`config.mk`:
```
export PLATFORM = sky130hd
export DESIGN_NAME = axi_to_native_bridge
export DESIGN_NICKNAME = d
export VERILOG_FILES = /design/src/rtl/axi_to_native_bridge.sv
export SDC_FILE = /design/constraint.sdc
export NUM_CORES = 1
export LEC_CHECK = 0
export ABC_AREA = 1
export BUFFER_PORTS_ARGS = -buffer_cell sky130_fd_sc_hd__buf_2
export CORE_AREA = 2 2 488 490
export DETAILED_ROUTE_END_ITERATION = 10
export DIE_AREA = 0 0 490 492
export PLACE_DENSITY = 0.3
export SKIP_CTS_REPAIR_TIMING = 1
export SLEW_MARGIN = 20
export SYNTH_ARGS = -nofsm -noshare
export SYNTH_HDL_FRONTEND = slang
export SYNTH_SLANG_ARGS = --single-unit
```
`constraint.sdc`:
```
create_clock -name sys_clk -period 4.7 [get_ports sys_clk]
set_input_delay 0.235 -clock sys_clk [delete_from_list [all_inputs] [get_ports sys_clk]]
set_output_delay 0.235 -clock sys_clk [all_outputs]
set_load 0.01 [all_outputs]
```
`src/rtl/axi_to_native_bridge.sv`:
```
// axi_to_native_bridge
// Splits one AXI4 burst at a time into per-beat LiteDRAM native-port
// transactions. Writes and reads share the native port under round-robin
// arbitration. W->wdata and rdata->R are zero-latency pass-throughs.
//
// Ports
//   sys_clk, sys_rst (async, active-low)
//   axi_aw_* / axi_ar_*  : burst address channels (lock/prot/cache/qos absent)
//   axi_w_*              : write beats (wlast and id ignored)
//   axi_b_*              : single write response per burst
//   axi_r_*              : read beats, forwarded from rdata
//   native_cmd_*         : one command per beat, word address
//   wdata_* / rdata_*    : native data streams
module axi_to_native_bridge #(
  parameter int unsigned ADDR_W   = 32,
  parameter int unsigned DATA_W   = 256,
  parameter int unsigned OFFSET_W = 5
) (
  input  logic                sys_clk,
  input  logic                sys_rst,

  input  logic                axi_aw_valid,
  output logic                axi_aw_ready,
  input  logic [ADDR_W-1:0]   axi_aw_payload_addr,
  input  logic [1:0]          axi_aw_payload_burst,
  input  logic [7:0]          axi_aw_payload_len,
  input  logic [3:0]          axi_aw_payload_size,
  input  logic                axi_aw_payload_id,

  input  logic                axi_w_valid,
  output logic                axi_w_ready,
  input  logic                axi_w_last,
  input  logic [DATA_W-1:0]   axi_w_payload_data,
  input  logic [DATA_W/8-1:0] axi_w_payload_strb,
  input  logic                axi_w_payload_id,

  output logic                axi_b_valid,
  input  logic                axi_b_ready,
  output logic                axi_b_first,
  output logic                axi_b_last,
  output logic [1:0]          axi_b_payload_resp,
  output logic                axi_b_payload_id,

  input  logic                axi_ar_valid,
  output logic                axi_ar_ready,
  input  logic [ADDR_W-1:0]   axi_ar_payload_addr,
  input  logic [1:0]          axi_ar_payload_burst,
  input  logic [7:0]          axi_ar_payload_len,
  input  logic [3:0]          axi_ar_payload_size,
  input  logic                axi_ar_payload_id,

  output logic                axi_r_valid,
  input  logic                axi_r_ready,
  output logic                axi_r_first,
  output logic                axi_r_last,
  output logic [1:0]          axi_r_payload_resp,
  output logic [DATA_W-1:0]   axi_r_payload_data,
  output logic                axi_r_payload_id,

  output logic                native_cmd_valid,
  input  logic                native_cmd_ready,
  output logic                native_cmd_first,
  output logic                native_cmd_last,
  output logic                native_cmd_payload_we,
  output logic [ADDR_W-1:0]   native_cmd_payload_addr,

  output logic                wdata_valid,
  input  logic                wdata_ready,
  output logic                wdata_first,
  output logic                wdata_last,
  output logic [DATA_W-1:0]   wdata_payload_data,
  output logic [DATA_W/8-1:0] wdata_payload_we,

  input  logic                rdata_valid,
  output logic                rdata_ready,
  input  logic                rdata_first,
  input  logic                rdata_last,
  input  logic [DATA_W-1:0]   rdata_payload_data
);

  localparam int unsigned STRB_W = DATA_W / 8;
  // Beat counters must reach len+1 (256) to mark completion.
  localparam int unsigned CNT_W  = 9;

  typedef enum logic [1:0] {IDLE, WRITE, WRESP, READ} state_t;

  state_t             state;
  logic               last_grant_wr;
  logic [ADDR_W-1:0]  addr_q;
  logic [7:0]         len_q;
  logic [1:0]         burst_q;
  logic               id_q;
  logic [CNT_W-1:0]   cmd_cnt;
  logic [CNT_W-1:0]   dat_cnt;  // wdata beats in WRITE, R beats in READ

  logic [CNT_W-1:0]   len_ext;
  logic               idle, grant_wr, grant_rd;
  logic               cmd_active, dat_open, rd_st;
  logic               cmd_fire, w_fire, r_fire;
  logic [CNT_W-1:0]   cmd_cnt_nxt, dat_cnt_nxt;
  logic [ADDR_W-1:0]  addr_inc, wrap_mask, next_addr;

  logic unused_inputs;
  assign unused_inputs = ^{axi_aw_payload_size, axi_ar_payload_size, axi_w_last,
                           axi_w_payload_id, rdata_first, rdata_last};

  assign len_ext = CNT_W'(len_q);
  assign idle    = (state == IDLE);

  // Round-robin: on a tie, grant the channel that did not win last time.
  assign grant_wr = axi_aw_valid && (!axi_ar_valid || !last_grant_wr);
  assign grant_rd = axi_ar_valid && !grant_wr;

  assign axi_aw_ready = idle && grant_wr;
  assign axi_ar_ready = idle && grant_rd;

  // Native command channel
  assign cmd_active              = ((state == WRITE) || (state == READ)) && (cmd_cnt <= len_ext);
  assign native_cmd_valid        = cmd_active;
  assign native_cmd_first        = cmd_active && (cmd_cnt == '0);
  assign native_cmd_last         = cmd_active && (cmd_cnt == len_ext);
  assign native_cmd_payload_we   = cmd_active && (state == WRITE);
  assign native_cmd_payload_addr = addr_q;
  assign cmd_fire                = native_cmd_valid && native_cmd_ready;

  // W -> wdata pass-through while beats remain
  assign dat_open           = (state == WRITE) && (dat_cnt <= len_ext);
  assign wdata_valid        = dat_open && axi_w_valid;
  assign axi_w_ready        = dat_open && wdata_ready;
  assign wdata_first        = dat_open && (dat_cnt == '0);
  assign wdata_last         = dat_open && (dat_cnt == len_ext);
  assign wdata_payload_data = dat_open ? axi_w_payload_data : '0;
  assign wdata_payload_we   = dat_open ? axi_w_payload_strb : STRB_W'(0);
  assign w_fire             = wdata_valid && wdata_ready;

  // rdata -> R pass-through
  assign rd_st              = (state == READ);
  assign axi_r_valid        = rd_st && rdata_valid;
  assign rdata_ready        = rd_st && axi_r_ready;
  assign axi_r_first        = rd_st && (dat_cnt == '0);
  assign axi_r_last         = rd_st && (dat_cnt == len_ext);
  assign axi_r_payload_resp = 2'b00;
  assign axi_r_payload_data = rd_st ? rdata_payload_data : '0;
  assign axi_r_payload_id   = rd_st && id_q;
  assign r_fire             = axi_r_valid && axi_r_ready;

  // Write response
  assign axi_b_valid        = (state == WRESP);
  assign axi_b_first        = axi_b_valid;
  assign axi_b_last         = axi_b_valid;
  assign axi_b_payload_resp = 2'b00;
  assign axi_b_payload_id   = axi_b_valid && id_q;

  assign cmd_cnt_nxt = cmd_cnt + CNT_W'(cmd_fire);
  assign dat_cnt_nxt = dat_cnt + CNT_W'(w_fire);

  // Next word address after an accepted command, by burst type
  always_comb begin
    addr_inc  = addr_q + ADDR_W'(1);
    wrap_mask = '0;
    next_addr = addr_inc;
    case (burst_q)
      2'b00: next_addr = addr_q;
      2'b10: begin
        // Only power-of-two beat counts wrap; other lengths step like INCR.
        if ((len_q == 8'd1) || (len_q == 8'd3) || (len_q == 8'd7) || (len_q == 8'd15)) begin
          wrap_mask = ADDR_W'(len_q);
          next_addr = (addr_q & ~wrap_mask) | (addr_inc & wrap_mask);
        end
      end
      default: ;
    endcase
  end

  // Burst FSM, latched burst parameters and beat counters
  always_ff @(posedge sys_clk or negedge sys_rst) begin
    if (!sys_rst) begin
      state         <= IDLE;
      last_grant_wr <= 1'b0;
      addr_q        <= '0;
      len_q         <= '0;
      burst_q       <= '0;
      id_q          <= 1'b0;
      cmd_cnt       <= '0;
      dat_cnt       <= '0;
    end else begin
      case (state)
        IDLE: begin
          cmd_cnt <= '0;
          dat_cnt <= '0;
          if (axi_aw_ready) begin
            addr_q        <= ADDR_W'(axi_aw_payload_addr >> OFFSET_W);
            len_q         <= axi_aw_payload_len;
            burst_q       <= axi_aw_payload_burst;
            id_q          <= axi_aw_payload_id;
            last_grant_wr <= 1'b1;
            state         <= WRITE;
          end else if (axi_ar_ready) begin
            addr_q        <= ADDR_W'(axi_ar_payload_addr >> OFFSET_W);
            len_q         <= axi_ar_payload_len;
            burst_q       <= axi_ar_payload_burst;
            id_q          <= axi_ar_payload_id;
            last_grant_wr <= 1'b0;
            state         <= READ;
          end
        end
        WRITE: begin
          cmd_cnt <= cmd_cnt_nxt;
          dat_cnt <= dat_cnt_nxt;
          if (cmd_fire) addr_q <= next_addr;
          if ((cmd_cnt_nxt > len_ext) && (dat_cnt_nxt > len_ext)) state <= WRESP;
        end
        WRESP: begin
          if (axi_b_ready) state <= IDLE;
        end
        READ: begin
          cmd_cnt <= cmd_cnt_nxt;
          if (cmd_fire) addr_q <= next_addr;
          if (r_fire) begin
            dat_cnt <= dat_cnt + CNT_W'(1);
            if (dat_cnt == len_ext) state <= IDLE;
          end
        end
        default: state <= IDLE;
      endcase
    end
  end

endmodule

```
# After elaboration in Yosys (flattened, before gate mapping)
# Cells that the tools add are included.
[classes]
order_cmp = 4
n_eq_ne = 17
n_reduce_logical = 43
multipliers = 0
n_bitwise = 4
div = 0
mux = 27
shift = 0
n_addsub = 4
[op_table]
columns = ["operator", "count"]
rows = [
  ["$mux W256", 2],
  ["$mux W32", 5],
  ["$pmux W32 S2", 2],
  ["$add A32 B1 Y32 const B", 1],
  ["$and A32 B32 Y32", 1],
  ["$and A32 B8 Y32", 1],
  ["$not A8 Y32", 1],
  ["$or A32 B32 Y32", 1],
  ["$pmux W9 S3", 1],
  ["$logic_and A1 B1 Y1", 23],
  ["$add A9 B1 Y9", 2],
  ["$eq A9 B8 Y1", 2],
  ["$gt A9 B8 Y1", 2],
  ["$le A9 B8 Y1", 2],
  ["$logic_not A9 Y1", 2],
  ["$pmux W9 S2", 1],
  ["$mux W2", 8],
  ["$mux W8", 2],
  ["$ne A2 B1 Y1 const B", 5],
  ["$add A9 B1 Y9 const B", 1],
  ["$mux W9", 1],
  ["$eq A8 B1 Y1 const B", 1],
  ["$eq A8 B2 Y1 const B", 1],
  ["$eq A8 B3 Y1 const B", 1],
  ["other kinds (16)", 30],
]
[word_totals]
ram_bits = 0
n_memories = 0
romBits = 0
register_bits = 64
elab_cells = 107
latch_bits = 0

# Longest topological paths before layout
# Gate-level depths: netlist of the first run.
[depth]
ltp_word = 9
ltp_mapped = 32

# Worst setup path before layout of the first run
# No wires, ideal clock.
[synth_timing]
path_kind = "register to register"
from = "register len_q[3]"
to = "register state[1]"
setup_ns = 0.120
stages_incl_launch_ff = 26
required_ns = 4.580
setup_slack_ns = 1.381
arrival_ns = 3.198
cell_sequence = "dfrtp_1 -> inv_1 -> ha_1 -> nand2_1 -> o21ai_0 -> nand2_1 -> o2111ai_1 -> nand2_1 -> nand2_1 -> buf_2 -> nor3_1 -> ha_1 -> ha_1 -> nand3_1 -> nor2_1 -> xor2_1 -> ha_1 -> a21o_1 -> a21oi_1 -> nand2_1 -> nand2_1 -> nand2_1 -> nand2_1 -> nand2_1 -> nand3_1 -> nand2_1"
[synth_via]
elab_chain_cells = 9
word_cells_on_any_way = 16
cone_classes = "add/sub (2); order compare (4); eq/ne (3); reduce/logical (7)"
[synth_rtl]
columns = ["element", "line_no", "rtl"]
rows = [
  ["from (decl)", "90", "logic [7:0] len_q;"],
  ["from (signal assigned)", "193", "len_q <= axi_aw_payload_len;"],
  ["from (signal assigned)", "200", "len_q <= axi_ar_payload_len;"],
  ["$le A9 B8 Y1", "127", "assign dat_open = (state == WRITE) && (dat_cnt <= len_ext);"],
  ["$logic_and A1 B1 Y1", "127", ""],
  ["$logic_and A1 B1 Y1", "128", "assign wdata_valid = dat_open && axi_w_valid;"],
  ["$logic_and A1 B1 Y1", "134", "assign w_fire = wdata_valid && wdata_ready;"],
  ["$add A9 B1 Y9", "155", "assign dat_cnt_nxt = dat_cnt + CNT_W'(w_fire);"],
  ["$gt A9 B8 Y1", "211", "if ((cmd_cnt_nxt > len_ext) && (dat_cnt_nxt > len_ext)) state <= WRESP;"],
  ["$logic_and A1 B1 Y1", "211", ""],
  ["$ne A2 B1 Y1 (no line)", "-", ""],
  ["$reduce_and A5 Y1 (no line) (*)", "-", ""],
  ["to (signal assigned)", "211", ""],
  ["to (signal assigned)", "214", "if (axi_b_ready) state <= IDLE;"],
  ["to (signal assigned)", "221", "if (dat_cnt == len_ext) state <= IDLE;"],
  ["to (decl)", "87", "state_t state;"],
]
# Mark *: on every way between the ends. The rest lies on a longest branch, timed or not.
# A chain may end at the register's enable or synchronous reset.

# Worst setup path in the final report of the first run
[layout_timing]
from = "register len_q[3]"
to = "output port wdata_payload_data[214]"
[layout_via]
elab_chain_cells = 3
[layout_rtl]
columns = ["element", "line_no", "rtl"]
rows = [
  ["$le A9 B8 Y1", "127", ""],
  ["$logic_and A1 B1 Y1", "127", ""],
  ["$mux W256", "132", "assign wdata_payload_data = dat_open ? axi_w_payload_data : '0;"],
  ["to (decl)", "71", "output logic [DATA_W-1:0] wdata_payload_data,"],
]
# Every way passes these cells.

==> results of run 1 <==
-- report_power, final --
part	internal (W)	leakage [nW]	switching [W]	total, W
registers	0.000747	0.820	0.000329	0.00108
clock network	0.000416	0.142	0.000319	0.000734
logic	0.00210	11.8	0.00518	0.00728
total	0.00326	12.7	0.00583	0.00909
-- worst reg2reg max path: stages, from the launching register on --
cell and delay (ps):
dfrtp_1 370, inv_1 370, ha_1 360, nand2_1 90, o21ai_0 100, nand2_1 70, o2111ai_1 120, nand2_1 160
nand2_4 80, nor3_2 170, ha_1 210, ha_1 190, nand3_1 160, nor2_1 170, xor2_1 240, ha_1 280
a21o_1 160, a21oi_1 120, nand2_1 60, nand2_1 50, nand2_1 50, nand2_1 70, nand2_1 70, nand3_1 80
nand2_1 60
-- through the flow --
stage | cell area, um2 | cells | setup WS, ps
global route | 20370 | 6411 | 316.1
CTS | 20350 | 6403 | 610.6
detailed placement | 20040 | 6387 | 726.3
finish | 20430 | 6436 | 596.7
floorplan | 10070 | 2052 | 1381
global placement | 20040 | 6387 | 678.8
-- cell type report --
type                            instances  area share [%]
Sequential cell                        64           7.839
Multi-Input combinational cell       1261           27.69
Inverter                              635           11.67
Tap cell                             3167           19.40
Antenna cell                           33          0.4042
Timing Repair Buffer                 1260           31.50
Clock inverter                          7          0.3920
Clock buffer                            9           1.102
-- synthesized netlist by cell type, types with 2 or more instances --
library cell | n | area share, %
buf_1 | 2 | 0.075
dfrtp_1 | 64 | 16
o21bai_1 | 4 | 0.30
nand4_1 | 11 | 0.68
a21oi_1 | 46 | 2.3
nor2_2 | 4 | 0.25
xor2_1 | 12 | 1.0
buf_6 | 3 | 0.34
o211ai_1 | 7 | 0.52
a31oi_1 | 4 | 0.25
or2_2 | 5 | 0.31
buf_4 | 9 | 0.67
o21ai_0 | 58 | 2.9
a32o_1 | 2 | 0.20
and3_1 | 2 | 0.12
nand3_1 | 41 | 2.0
nor4_1 | 2 | 0.12
nor2_1 | 659 | 25
xnor2_1 | 2 | 0.17
clkbuf_1 | 39 | 1.5
o2111ai_1 | 2 | 0.17
inv_2 | 5 | 0.19
o22ai_1 | 20 | 1.2
inv_1 | 630 | 24
nand2_2 | 2 | 0.12
nand2_1 | 307 | 11
o21ai_2 | 2 | 0.17
a2bb2oi_1 | 2 | 0.17
a21o_1 | 2 | 0.15
buf_2 | 39 | 1.9
o21ai_1 | 2 | 0.099
ha_1 | 40 | 5.0
nor3_1 | 8 | 0.40
nand3b_1 | 2 | 0.15
-- per-layer routing --
layer,up-vias,global-route usage [%]
li1,8186,-
met1,8102,16.01
met2,960,21.73
met3,216,4.186
met4,54,1.548
met5,-,0
-- cells in the final DEF, fill, tap and decap left out, types with 5 or more instances in the layout --
master,count
buf_2,1223
nor2_1,659
inv_1,630
nand2_1,305
dfrtp_1,64
o21ai_0,58
a21oi_1,46
nand3_1,41
ha_1,40
buf_4,34
diode_2,33
o22ai_1,20
xor2_1,12
nand4_1,11
clkbuf_16,9
nor3_1,7
o211ai_1,7
inv_2,5
or2_2,5
-- logic make-up (layout without fill, tap and decap cells) --
group,count (synthesis),after routing,synth area share (%)
buf+inv,727,1911,28.16
simple gates,1047,1047,40.74
other cells,1,37,0.03727
flops,64,64,15.92
xor+xnor,14,14,1.219
mux,1,1,0.09948
fa+ha+maj,40,40,4.974
compound gates,155,155,8.854
-- worst paths after layout --
path / start / end / slack (ps)
max: len_q[3]$_DFFE_PN0P_ / wdata_payload_data[214] / 600
min: sys_rst / native_cmd_payload_addr[14]$_DFFE_PN0P_ / 30
max reg2reg: len_q[3]$_DFFE_PN0P_ / state[1]$_DFFE_PN0P_ / 730
min reg2reg: last_grant_wr$_DFFE_PN0P_ / last_grant_wr$_DFFE_PN0P_ / 480
max in group asynchronous: sys_rst / native_cmd_payload_addr[22]$_DFFE_PN0P_ / 4030
min in group sys_clk: axi_aw_payload_id / id_q$_DFFE_PN0P_ / 150
==> key figures, run 1 <==
Run status
  – Status: completed

Place
  – Port Buffers: 1224
  – DP Wirelength: 149100 um
  – Placer's final routability congestion estimate: 0.9504

STA
  – # setup viols final: 0
  – Relative slew slack: 33.83%
  – Final Skew: 12.66 ps
  – RSZ-0062 raised after global routing: no
  – Final max-slew violation count: 0
  – Tmin final: 4103 ps
  – Worst Hold Slack: 29.50 ps
  – Final hold violation count: 0
  – Total negative slack: 0 ps
  – Worst-Margin Slew: 992.5 ps
  – Fin crit share: 87.30%
  – FMAX: 0.2437 GHz

Setup path
  – CP delay by family, top: buffers and inverters
  – Critical Path Sink Type: primary output
  – Buf+Inv Stages, Crit Path: 4
  – CP peak stage delay: 630 ps
  – Startpoint types: flop
  – Critical path depth: 12
  – Crit-path slowest cell: buf_4
  – Setup CP Type: flop to primary output
  – CP cell instances: inv_1, ha_1, nand2_1, o21ai_0, nand2_1, o2111ai_1, nand2_1, nand2_4, buf_12, buf_4, nor2_1, buf_2
  – R2R depth: 24
  – CP required: 4470 ps
  – Most frequent CP cell: nand2_1
  – Crit path max fanout: 122
  – CP arrival: 3870 ps

Route
  – DR iter-0 viols: 1188
  – Met2 WL: 75820 um
  – Total wire length: 160800 um
  – Drt pass-1 iters: 5
  – Routed wl met3: 13690 um
  – Top Layer Used: met5
  – Remaining DRCs: 0
  – Wire length per cell: 24.99 um
  – ANT nets after route: 0
  – Vias: 17518
  – Vias per cell: 2.722
  – Wl on met1: 68490 um

Clocking
  – Worst-skew pair later-pin latency: 370 ps
  – CTS Sinks: 64
  – CTS root buf: clkbuf_16
  – Reg clk slew, reported paths: 60 ps
  – H-tree depth: 3
  – CTS tree: built
  – Num CTS Buffers: 9
  – CTS Buffer Depth: 2

Synthesis
  – Number of flops mapped to enable cells by yosys: 0
  – Top_reg_cell synth: dfrtp_1
  – Yosys cell types: 44
  – Sequential area share after synthesis: 15.92%
  – Ys async rst share: 100.0%
  – Mapped cell area: 10060 um2
  – Syn. warnings: 0
  – Yosys reg bits: 64
  – Synth Instances: 2049
  – Avg Inst Size Synth: 4.911 um2

GRT
  – Largest net degree at the start of global routing: 123
  – First-pass GRT wire length: 198600 um
  – Initial antenna violation count: 115
  – GRT overflow: 0
  – Vias in the first global route: 17397
  – Overall global routing resource usage: 12.79%

Floorplan
  – Row count: 179
  – Core area: 236300 um2
  – Starting Density: 4.259%
  – Io pins: 1251
  – Die width: 490 um
  – Die Height: 492 um
  – Die area: 241100 um2

Run
  – Max-cap violations: 0

Finish
  – Nets: 3923
  – Share of cells above drive strength 1: 40.23%
  – Area Overhead vs Synth: 103.0%
  – # fillers: 28410
  – Reg area: 1602 um2
  – Multi-input gate area: 5658 um2
  – Fin util: 8.646%

Power
  – Peak VDD IR: 374.5 uV
  – Pwr Density: 444.9 nW/um2
  – Static leakage: 12.73 nW
  – Overall power: 0.009088 W

Hold path
  – Hold Path Class: primary input to async pin
(Power assumes the default switching activity.)
==> run 2, diff against run 1 <==
Settings changed: RECOVER_POWER set to 50.
Clock period 4.7 ns to 4 ns, I/O delays scaled along.
==> run 2 against run 1 <==
First-iteration DRC count fell by 8.2%; clock skew rose by 1.8 ps; combinational power up 17%; sequential power rose by 18%; non-clock buffer count rose by 9; utilization shrank 0.085 points; sequential share of layout area increased by 0.084 points; count of clock-buffer cells in the layout is 2 higher; critical endpoint is now state[0]$_DFFE_PN0P_; cell area fell by 0.98%; the run now ends with capacitance limit, slew limit left; setup slack worse by 250 ps.
==> key figures, run 2 (synthesis gave the netlist of run 1 again) <==
Finish
  – Share of cells above drive strength 1: 31.93% (was 40.23%)
  – Area Overhead vs Synth: 101.0% (was 103.0%)
  – Nets: 3932 (was 3923)
  – Most frequent cells in the layout: 953 x buf_2, 659 x nor2_1, 629 x inv_1, 306 x nand2_1, 279 x clkbuf_1 (was 1223 x buf_2, 659 x nor2_1, 630 x inv_1, 305 x nand2_1, 64 x dfrtp_1)
  – # fillers: 28520 (was 28410)
  – Most common cell after layout, fill and taps aside: buf_2 (unchanged)

Route
  – Vias: 17693 (was 17518)
  – DR iter-0 viols: 1090 (was 1188)
  – Wire length per cell: 24.89 um (was 24.99 um)
  – Total wire length: 160900 um (was 160800 um)
  – Vias per cell: 2.737 (was 2.722)
  – Remaining DRCs: 0 (unchanged)
  – ANT nets after route: 0 (unchanged)
  – Drt pass-1 iters: 5 (unchanged)

Clocking
  – CTS root buf: clkbuf_16 (unchanged)
  – CTS Buffer Depth: 2 (unchanged)
  – CTS Sinks: 64 (unchanged)
  – CTS tree: built (unchanged)
  – Reg clk slew, reported paths: 70 ps (was 60 ps)
  – Num CTS Buffers: 9 (unchanged)
  – H-tree depth: 3 (unchanged)
  – Worst-skew pair later-pin latency: 370 ps (about the same)

GRT
  – First-pass GRT wire length: 199300 um (was 198600 um)
  – GRT overflow: 0 (unchanged)
  – Vias in the first global route: 17675 (was 17397)
  – Overall global routing resource usage: 12.78% (was 12.79%)
  – Initial antenna violation count: 107 (was 115)
  – Largest net degree at the start of global routing: 114 (was 123)

Setup path
  – CP required: 4240 ps (was 4470 ps)
  – Crit path max fanout: 5 (was 122)
  – Crit-path slowest cell: dfrtp_1 (was buf_4)
  – CP peak stage delay: 430 ps (was 630 ps)
  – Setup CP Type: flop to flop (was flop to primary output)
  – Critical Path Sink Type: flop (was primary output)
  – Startpoint types: flop (unchanged)
  – CP arrival: 3890 ps (was 3870 ps)
  – Most frequent CP cell: nand2_1 (unchanged)

STA
  – Final hold violation count: 0 (unchanged)
  – RSZ-0062 raised after global routing: no (unchanged)
  – Total negative slack: 0 ps (unchanged)
  – # setup viols final: 0 (unchanged)
  – Final Skew: 14.51 ps (was 12.66 ps)
  – Final max-slew violation count: 65 (was 0)
  – FMAX: 0.2740 GHz
  – Worst-Margin Slew: 1916 ps (was 992.5 ps)
  – Final WS setup: 350.2 ps (was 596.7 ps)
  – Fin crit share: 91.25%
  – Relative slew slack: -27.72% (was 33.83%)
  – Tmin final: 3650 ps

Run status
  – Failing checks: capacitance limit, slew limit
  – Status: finished with violations (was completed)

Power
  – Pwr Density: 532.9 nW/um2 (was 444.9 nW/um2)
  – Peak VDD IR: 367.1 uV (was 374.5 uV)
  – Overall power: 0.01078 W (was 0.009088 W)
  – Static leakage: 11.66 nW (was 12.73 nW)

Place
  – DP Wirelength: 149000 um (was 149100 um)
  – Port Buffers: 1224 (unchanged)
  – Post-Place Worst Slack: 241.9 ps (was 726.3 ps)
  – Placer's final routability congestion estimate: 0.9477 (was 0.9504)

Floorplan
  – Die Height: 492 um (unchanged)
  – Starting Density: 4.259% (unchanged)
  – Io pins: 1251 (unchanged)
  – Die area: 241100 um2 (unchanged)
  – Row count: 179 (unchanged)
  – Die width: 490 um (unchanged)
  – Core area: 236300 um2 (unchanged)

Hold path
  – Hold Path Class: primary input to flop (was primary input to async pin)

Run
  – Max-cap violations: 1 (was 0)
run 2: cell types whose count changed in the layout (fill, tap and decap cells not counted), moves of 3 or more:
| cell | previous run | this run |
|---|---|---|
| clkbuf_1 | 0 | 279 |
| diode_2 | 33 | 53 |
| buf_4 | 34 | 31 |
| buf_2 | 1223 | 953 |
| clkbuf_2 | 0 | 3 |
run 2: final cells by class:
class / count / area (um2) / share of cell area (%)
multi-input cells: 1261 / 5655 / 27.96
repair buffers: 1269 / 6141 / 30.36
clock inverters: 5 / 103.9 / 0.5134
diodes: 53 / 132.6 / 0.6556
well taps: 3167 / 3963 / 19.59
inverters: 635 / 2389 / 11.81
flip-flops and latches: 64 / 1603 / 7.923
clock buffers: 11 / 242.7 / 1.200
run 2: worst paths after layout:
kind / from / to / slack [ps] / cells past startpoint
max in group asynchronous: sys_rst / dat_cnt[0]$_DFFE_PN0P_ / 2360 / 1
min in group asynchronous: sys_rst / native_cmd_payload_addr[15]$_DFFE_PN0P_ / 360 / 1
hold reg to reg: last_grant_wr$_DFFE_PN0P_ / last_grant_wr$_DFFE_PN0P_ / 480 / 2
hold / removal: axi_ar_payload_id / id_q$_DFFE_PN0P_ / 100 / 3
setup reg to reg: len_q[1]$_DFFE_PN0P_ / state[0]$_DFFE_PN0P_ / 350 / 29
setup / recovery: len_q[1]$_DFFE_PN0P_ / state[0]$_DFFE_PN0P_ / 350 / 29
run 2: critical path, delay by kind of cell, from the launching register on:
| family | cells | cell delay (ps) |
|---|---|---|
| simple gates | 21 | 1940 |
| fa+ha+maj | 4 | 820 |
| buf+inv | 4 | 310 |
| flops | 1 | 430 |
run 2: where the power goes:
group	internal, W	switching, W	leakage (nW)
Combinational	0.00233	0.00621	10.7
Clock	0.000627	0.000352	0.170
Sequential	0.000879	0.000392	0.818
run 2: metrics by stage:
stage | hold slack [ps] | cell area [um2] | util (%) | std cells
6_report | 100.4 | 20230 | 8.562 | 6465
5_1_grt | 125.6 | 20160 | 8.534 | 6439
4_1_cts | 29.96 | 20470 | 8.663 | 6412
3_5_place_dp | 427.4 | 20120 | 8.516 | 6396
3_3_place_gp | 421.4 | 20120 | 8.516 | 6396
2_1_floorplan | -95.59 | 10070 | - | 2052
run 2: routing by layer:
layer	track usage, %	up-vias	part of all wire [%]
li1	-	8213	-
met1	16.53	8308	44
met2	21.30	957	46
met3	3.307	189	6.8
met4	2.127	26	2.0
met5	1.329	-	0.45
==> run 3, diff against run 2 <==
Settings changed: GPL_TIMING_DRIVEN set to 0.
==> run 3 against run 2 <==
The flow still finishes with violations (capacitance limit, slew limit); register-to-register slack got worse by 280 ps; via count increased by 3.4%; maximum frequency decreased by 7.1%; first-iteration DRC count increased by 13%; sequential power about the same; clock power increased by 6%; utilization increased by 0.46 points; non-clock buffer count increased by 93; setup slack got worse by 280 ps; worst hold slack improved by 34 ps; routed wire length increased by 4.0%; critical endpoint unchanged; largest power group unchanged.
==> key figures, run 3 (synthesis gave the netlist of run 1 again) <==
Run status
  – Status: finished with violations (unchanged)
  – Failing checks: capacitance limit, slew limit (unchanged)

Setup path
  – Startpoint types: flop (unchanged)
  – CP required: 4300 ps (was 4240 ps)
  – CP arrival: 4230 ps (was 3890 ps)
  – R2R depth: 26 (was 29)
  – Setup CP Type: flop to flop (unchanged)
  – Critical Path Sink Type: flop (unchanged)
  – Crit path max fanout: 5 (unchanged)

Route
  – Total wire length: 167300 um (was 160900 um)
  – Remaining DRCs: 0 (unchanged)
  – Vias: 18300 (was 17693)
  – Wire length per cell: 25.64 um (was 24.89 um)
  – ANT nets after route: 0 (unchanged)
  – Drt pass-1 iters: 5 (unchanged)
  – Vias per cell: 2.805 (was 2.737)
  – DR iter-0 viols: 1229 (was 1090)

Clocking
  – Num CTS Buffers: 9 (unchanged)
  – Worst-skew pair later-pin latency: 360 ps (was 370 ps)
  – CTS Sinks: 64 (unchanged)
  – CTS Buffer Depth: 2 (unchanged)
  – H-tree depth: 3 (unchanged)
  – Reg clk slew, reported paths: 60 ps (was 70 ps)
  – CTS tree: built (unchanged)
  – CTS root buf: clkbuf_16 (unchanged)

STA
  – RSZ-0062 raised after global routing: yes (was no)
  – Tmin final: 3930 ps (was 3650 ps)
  – Final max-slew violation count: 40 (was 65)
  – Final hold violation count: 0 (unchanged)
  – Final Skew: 7.942 ps (was 14.51 ps)
  – Worst-Margin Slew: 2709 ps (was 1916 ps)
  – # setup viols final: 0 (unchanged)
  – Worst Hold Slack: 134.6 ps (was 100.4 ps)
  – FMAX: 0.2545 GHz (was 0.2740 GHz)
  – Fin crit share: 98.25% (was 91.25%)
  – Relative slew slack: -80.59% (was -27.72%)

Finish
  – Most common cell after layout, fill and taps aside: buf_2 (unchanged)
  – Reg area: 1609 um2 (was 1603 um2)
  – # fillers: 28453 (was 28520)
  – Fin util: 9.017% (was 8.562%)
  – Share of cells above drive strength 1: 41.22% (was 31.93%)
  – Most frequent cells in the layout: 1224 x buf_2, 655 x nor2_1, 624 x inv_1, 299 x nand2_1, 76 x clkbuf_1 (was 953 x buf_2, 659 x nor2_1, 629 x inv_1, 306 x nand2_1, 279 x clkbuf_1)
  – Area Overhead vs Synth: 111.7% (was 101.0%)
  – Nets: 4025 (was 3932)
  – Multi-input gate area: 5971 um2 (was 5655 um2)

GRT
  – First-pass GRT wire length: 205200 um (was 199300 um)
  – Initial antenna violation count: 124 (was 107)
  – Largest net degree at the start of global routing: 40 (was 114)
  – Overall global routing resource usage: 13.20% (was 12.78%)
  – GRT overflow: 0 (unchanged)
  – Vias in the first global route: 18041 (was 17675)

Floorplan
  – Die area: 241100 um2 (unchanged)
  – Die Height: 492 um (unchanged)
  – Core area: 236300 um2 (unchanged)
  – Starting Density: 4.259% (unchanged)
  – Die width: 490 um (unchanged)
  – Row count: 179 (unchanged)
  – Io pins: 1251 (unchanged)

Power
  – Peak VDD IR: 238.0 uV (was 367.1 uV)
  – Overall power: 0.01255 W (was 0.01078 W)
  – Static leakage: 12.92 nW (was 11.66 nW)
  – Pwr Density: 588.9 nW/um2 (was 532.9 nW/um2)

Hold path
  – Hold Path Class: primary input to flop (unchanged)
  – Worst Hold Path Cells: 3 (unchanged)

Run
  – Max-cap violations: 1 (unchanged)

Place
  – Placer's final routability congestion estimate: 0.9798 (was 0.9477)
  – DP Wirelength: 156200 um (was 149000 um)
  – Port Buffers: 1224 (unchanged)
-- run 3: changes by cell type in the layout (fill, tap and decap cells not counted), sizes merged, moves of 6 or more --
cell	before	now
inv	635	629
clkinvlp	0	6
diode	53	18
buf	988	1281
clkbuf	292	89
-- run 3: where the power goes --
group          switching, W  internal, W  leakage (nW)
logic               0.00733      0.00288          11.9
clock network      0.000361     0.000675         0.180
registers          0.000413     0.000882         0.812
total               0.00811      0.00444          12.9
-- run 3: worst max-delay path: stages (launching register included) --
cell and delay, ps:
dfrtp_2 400, clkinvlp_4 140, ha_4 290, nand4_1 100
nor3_2 180, nand2_1 100, nand2_2 130, nand2_8 90
buf_12 180, nor3_4 190, buf_6 180, ha_4 160
ha_4 150, nand3_4 120, nor2_4 130, xor2_2 170
ha_1 260, a21o_1 170, a21oi_2 110, nand2_1 60
nand2_1 70, nand2_1 60, nand2_1 70, nand2_1 70
nand2_1 100, nand2_1 50, nand2_1 80
-- run 3: final cells by class --
cell class                      count  area share, %
Antenna cell                       18         0.2114
Buffer                             91          2.155
Clock buffer                        9          1.057
Clock inverter                      7         0.6695
Inverter                          635          11.32
Multi-Input combinational cell   1261          28.02
Sequential cell                    64          7.552
Tap cell                         3167          18.60
Timing Repair Buffer             1271          30.41
-- run 3: path summary, 6_finish.rpt --
path | start | endpoint | slack [ps]
worst max-delay path | len_q[1]$_DFFE_PN0P_ | state[0]$_DFFE_PN0P_ | 70
max in group asynchronous | sys_rst | len_q[1]$_DFFE_PN0P_ | 830
worst min-delay path | axi_aw_payload_burst[1] | burst_q[1]$_DFFE_PN0P_ | 130
worst min register to register | last_grant_wr$_DFFE_PN0P_ | last_grant_wr$_DFFE_PN0P_ | 500
worst max register to register | len_q[1]$_DFFE_PN0P_ | state[0]$_DFFE_PN0P_ | 70
min in group asynchronous | sys_rst | native_cmd_payload_addr[15]$_DFFE_PN0P_ | 1240
-- run 3: metal layers --
metal	wire [um]	GRT usage, %	part of all wire (%)	up-vias
li1	-	-	-	8381
met1	72050	16.77	43	8678
met2	80350	22.85	48	1044
met3	11690	3.106	7.0	165
met4	2703	1.805	1.6	32
met5	485	0.8532	0.29	-
-- run 3: through the flow --
step,setup TNS (ps),setup slack [ps],cells,area (um2)
6_report,0,70.19,6523,21310
5_1_grt,-575.7,-318.3,6511,21280
4_1_cts,-13670,-1237,6462,20600
3_5_place_dp,-4275,-1201,6446,20230
3_3_place_gp,-19280,-2604,6443,20160
2_1_floorplan,0,681.2,2052,10070
